File: src/rtl/team_06_soft_clip_stage.sv
// team_06_soft_clip_stage: two-stage pipelined bypass/soft-knee/hard clipper with clip counter and LED hold timer
// Ports: clk, nrst (async active-low); valid_in/audio_in sample input;
//        cfg_load latches cfg_mode/cfg_knee/cfg_ceiling/cfg_shift into shadow config;
//        clear_count clears clip_count; valid_out/soft_out processed sample;
//        clip_led held clip indicator; clip_count saturating clipped-sample count.
module team_06_soft_clip_stage #(
  parameter int WIDTH       = 8,
  parameter int CNT_W       = 16,
  parameter int HOLD_CYCLES = 1024,
  parameter int KNEE_RST    = 180,
  parameter int CEIL_RST    = 220
) (
  input  logic             clk,
  input  logic             nrst,
  input  logic             valid_in,
  input  logic [WIDTH-1:0] audio_in,
  input  logic             cfg_load,
  input  logic [1:0]       cfg_mode,
  input  logic [WIDTH-1:0] cfg_knee,
  input  logic [WIDTH-1:0] cfg_ceiling,
  input  logic [1:0]       cfg_shift,
  input  logic             clear_count,
  output logic             valid_out,
  output logic [WIDTH-1:0] soft_out,
  output logic             clip_led,
  output logic [CNT_W-1:0] clip_count
);
  localparam int TW = $clog2(HOLD_CYCLES + 1);
  logic [1:0]       mode_q, shift_q, mode1_q, shift1_q;
  logic [WIDTH-1:0] knee_q, ceil_q, x1_q, knee1_q, ceil1_q, y_q, hard_y, y_d;
  logic [WIDTH:0]   d1_q, sum;
  logic             v1_q, vo_q, clip2_q, hard_clip, over, clip_d, clip_evt;
  logic [CNT_W-1:0] cnt_q, cnt_d;
  logic [TW-1:0]    tmr_q, tmr_d;
  assign valid_out  = vo_q;
  assign soft_out   = y_q;
  assign clip_count = cnt_q;
  assign clip_led   = tmr_q != '0;
  assign clip_evt   = vo_q && clip2_q;
  // Stage 2: mode 2 and a knee at/above the ceiling both collapse to a plain clamp
  always_comb begin
    hard_clip = x1_q > ceil1_q;
    hard_y    = hard_clip ? ceil1_q : x1_q;
    over      = x1_q > knee1_q;
    sum       = {1'b0, knee1_q} + (d1_q >> shift1_q);
    y_d       = (mode1_q == 2'b00) ? x1_q :
                (mode1_q == 2'b10 || knee1_q >= ceil1_q) ? hard_y :
                !over ? x1_q :
                (sum > {1'b0, ceil1_q}) ? ceil1_q : sum[WIDTH-1:0];
    clip_d    = (mode1_q == 2'b00) ? 1'b0 :
                (mode1_q == 2'b10 || knee1_q >= ceil1_q) ? hard_clip : over;
    cnt_d     = clear_count ? '0 :
                (clip_evt && cnt_q != '1) ? cnt_q + CNT_W'(1) : cnt_q;
    tmr_d     = clip_evt ? TW'(HOLD_CYCLES) :
                (tmr_q != '0) ? tmr_q - TW'(1) : tmr_q;
  end
  always_ff @(posedge clk or negedge nrst) begin
    if (!nrst) begin
      mode_q   <= 2'b01;
      knee_q   <= WIDTH'(KNEE_RST);
      ceil_q   <= WIDTH'(CEIL_RST);
      shift_q  <= 2'd1;
      v1_q     <= 1'b0;
      x1_q     <= '0;
      knee1_q  <= '0;
      ceil1_q  <= '0;
      mode1_q  <= '0;
      shift1_q <= '0;
      d1_q     <= '0;
      vo_q     <= 1'b0;
      y_q      <= '0;
      clip2_q  <= 1'b0;
      cnt_q    <= '0;
      tmr_q    <= '0;
    end else begin
      if (cfg_load) begin
        mode_q  <= cfg_mode;
        knee_q  <= cfg_knee;
        ceil_q  <= cfg_ceiling;
        shift_q <= cfg_shift;
      end
      v1_q <= valid_in;
      // each sample carries the config it was captured with
      if (valid_in) begin
        x1_q     <= audio_in;
        knee1_q  <= knee_q;
        ceil1_q  <= ceil_q;
        mode1_q  <= mode_q;
        shift1_q <= shift_q;
        d1_q     <= {1'b0, audio_in} - {1'b0, knee_q};
      end
      vo_q <= v1_q;
      if (v1_q) begin
        y_q     <= y_d;
        clip2_q <= clip_d;
      end
      cnt_q <= cnt_d;
      tmr_q <= tmr_d;
    end
  end
endmodule

File: config.mk
export PLATFORM = sky130hd
export DESIGN_NAME = team_06_soft_clip_stage
export DESIGN_NICKNAME = d
export VERILOG_FILES = /design/src/rtl/team_06_soft_clip_stage.sv
export SDC_FILE = /design/constraint.sdc
export NUM_CORES = 1
export LEC_CHECK = 0
export CORE_UTILIZATION = 50
export DETAILED_ROUTE_END_ITERATION = 8
export GPL_TIMING_DRIVEN = 0
export PLACE_DENSITY_LB_ADDON = 0.12
export SYNTH_ARGS = -nofsm -noshare
export SYNTH_HDL_FRONTEND = slang
export SYNTH_SLANG_ARGS = --single-unit
File: constraint.sdc
create_clock -name clk -period 4.33 [get_ports clk]
set_clock_uncertainty 0.2 [all_clocks]
set_input_delay 0.866 -clock clk [delete_from_list [all_inputs] [get_ports clk]]
set_output_delay 0.866 -clock clk [all_outputs]
set_load 0.05 [all_outputs]
==> run_results.csv <==
group,metric,value,unit
setup_path,r2r-start,"shift1_q[0]",
setup_path,slowest_delay,0.55,ns
finish,diodes,0,
synth,ys_seq_elements,95,
min_path,hold_class,"reg2reg",
setup_path,r2r_cells,17,
clock_network,cts.path.max_buffers,2,
finish,fin_util,61.5,%
finish,areaGrowthSynthToFinish,20.3,%
finish,drive_gt1_share,14.4,%
setup_path,cp_cell_sequence,"buf_6, mux4_2, ha_4, a211oi_2, o21bai_1, a21oi_2, o21bai_1, a21oi_2, xnor2_2, ha_4, a2111oi_4, o21ai_1, a21oi_2, o211a_2, o32ai_4, and2_4, a221o_1",
timing,fmax,239,MHz
setup_path,cp-startpoint,"shift1_q[0]",
placed_design,port-buffer-count,56,
timing,post-route-min-period,4.19,ns
setup_path,cp.depth,17,
outcome,status,"finished clean",
flow_run,cap_violations,0,
floorplan,fp.coreArea,0.0108,sq mm
setup_path,critPathLaunchType,"flop",
timing,tns,0,ns
floorplan,dieHeight,107,um
pwr,p_leak,0.00289,uW
global_route,grt_pass1_wl,21400,um
timing,rsz0062_at_grt,"true",
synth,yosysMostFrequentCell,"dfrtp_1",
clock_network,cts_hold_buffers,0,
placed_design,dp_cells,749,
detailed_routing,ant_nets,0,
timing,setup-violations-final,0,
timing,timing.final.crit_share,96.7,%
global_route,globalRouteOverflowTotal,0,
setup_path,arrival,4.25,ns
placed_design,pre_cts_ws,-0.607,ns
global_route,grt_use_total,24.4,%
synth,yosysWarnings,0,
timing,slew_violations,0,
pwr,ir_drop,0.000286,V
setup_path,criticalPathCategory,"reg2reg",
floorplan,start_util,51.1,%
synth,syn_area,0.00554,sq mm
synth,seq_area_frac_synth,43.1,%
setup_path,cpMaxStageDelayCell,"mux4_2",
finish,fin_cells,772,
synth,synthFlopType,"dfrtp_1",
floorplan,die_w,107,um
clock_network,cts_buffers,9,
clock_network,cts_tree,"yes",
synth,synth_top_area_cell,"dfrtp_1",
detailed_routing,first_pass_iters,4,
detailed_routing,post_drt_via_cell_ratio,5.65,
placed_design,placed_cell_area,0.00631,sq mm
timing,slew_headroom,49.0,%
global_route,grt_max_degree,49,
pwr,powerDensity,467,mW/mm^2
detailed_routing,wl,12800,um
synth,synthTopCellsByArea,"dfrtp_1, ha_1, mux2_2",
clock_network,cts.sinks,95,
setup_path,worstPathMaxFanout,5,
clock_network,worstSkewPairLatency,0.38,ns
global_route,first_global_vias,4301,
placed_design,hpwl,9690,um
detailed_routing,drtIter0Drc,220,
synth,async_flop_share,100,%
min_path,holdPathStages,1,
global_route,antenna_found_initial,0,
placed_design,gp_congestion,0.881,
setup_path,path_buf_inv,1,
synth,synth_area_per_cell,10.0,sq um
timing,tightest_slew,0.765,ns
setup_path,endpoint_kind,"flop",
min_path,hold_start,"tmr_q[10]",
synth,syn_inst,552,
setup_path,critPathMostFrequentCell,"a21oi_2",
finish,stdcell_area,0.00667,sq mm
timing,hold_violations,0,
detailed_routing,vias,4360,
finish,final.fill_count,956,
synth,synth_nets,637,
clock_network,htreeDepth,3,
floorplan,dieArea,0.0115,sq mm
clock_network,cts-root-buf,"clkbuf_8",
clock_network,path_clk_slew,0.09,ns
setup_path,required,4.39,ns
floorplan,ios,59,
detailed_routing,drc_errors,0,
synth,yosysTopAreaCellShare,37.9,%
setup_path,critPathTopFamily,"compound AO/OA/AOI/OAI gates",
timing,setup_slack,0.142,ns
floorplan,num_rows,38,
synth,ys_top_cells_by_count,"dfrtp_1, ha_1, nand2_1",
finish,multi_input_area,0.00303,sq mm
detailed_routing,wire_per_inst,16.5,um
synth,synth-edff-count,0,
finish,seqCellArea,0.00239,sq mm
synth,yosysUniqueCellTypes,63,
finish,nNetsFinal,712,
[layout make-up]
| type | count | share of cell area [%] |
|---|---|---|
| buffer | 17 | 1.24 |
| clock buffer | 15 | 2.49 |
| clock inverter | 1 | 0.0750 |
| inverter | 48 | 2.70 |
| multi-input combinational | 392 | 45.5 |
| sequential | 95 | 35.8 |
| tap | 140 | 2.63 |
| timing repair buffer | 64 | 9.57 |
[registers in the layout, summed over array words and instances, names as in the netlist, 2 cells and up]
name and cells:
mode1_q 2, ceil_q 8, d1_q 9, ceil1_q 8
soft_out 8, knee_q 8, knee1_q 8, tmr_q 11
shift_q 2, clip_count 16, shift1_q 2, mode_q 2
x1_q 8
[repair_timing]
| item | in CTS | in global routing |
|---|---|---|
| pin swaps | 2 | 16 |
| setup buffers | 4 | 3 |
| gates resized for setup | 14 | 9 |
| setup endpoints to repair | 8 | 8 |
[through the flow]
step                      hold slack (ns)  total power, uW
after detailed placement            0.262             2410
after global routing                0.309             3330
final                               0.278             3120
after floorplan                     0.230             2050
after global placement              0.253             2360
after CTS                           0.282             3040
[final timing paths]
kind,endpoint,slack (ns)
max,soft_out[2],0.14
min,tmr_q[10],0.28
max reg2reg,soft_out[2],0.14
min reg2reg,tmr_q[10],0.28
max in group asynchronous,knee_q[5],2.92
min in group asynchronous,tmr_q[8],0.29
[layer usage]
metal | global-route usage (%) | vias to the layer above | routed length (um)
li1 | - | 2121 | -
met3 | 4.00 | 25 | 386
met2 | 39.7 | 89 | 6060
met4 | 9.39 | 0 | 295
met5 | 0 | - | 0
met1 | 32.7 | 2125 | 6030
[kinds of logic (layout without fill, tap and decap cells)]
logic type      count (synthesis)  after routing  share of synthesized area [%]
mux                            38             38                           8.58
flops                          95             95                           43.1
xor+xnor                       22             22                           3.48
fa+ha+maj                      52             52                           12.0
buf+inv                        65            145                           4.54
simple gates                  148            148                           13.0
compound gates                132            132                           15.2
[where the power goes]
| group | total [uW] | internal [uW] | leakage (uW) | switching (uW) |
|---|---|---|---|---|
| sequential | 1170 | 1040 | 0.00116 | 130 |
| clock | 547 | 241 | 0.0000877 | 306 |
| combinational | 1400 | 644 | 0.00165 | 756 |
[placed cells by master, fill, tap and decap left out, drive strengths merged, types with 15 or more instances in the layout]
cell type       n
a21oi          27
buf            15
clkbuf         26
clkdlybuf4s50  55
dfrtp          84
ha             50
inv            46
mux2           26
nand2          47
nor2           41
o21ai          46
xnor2          19
No activity file was read; power rests on OpenSTA's default activity.
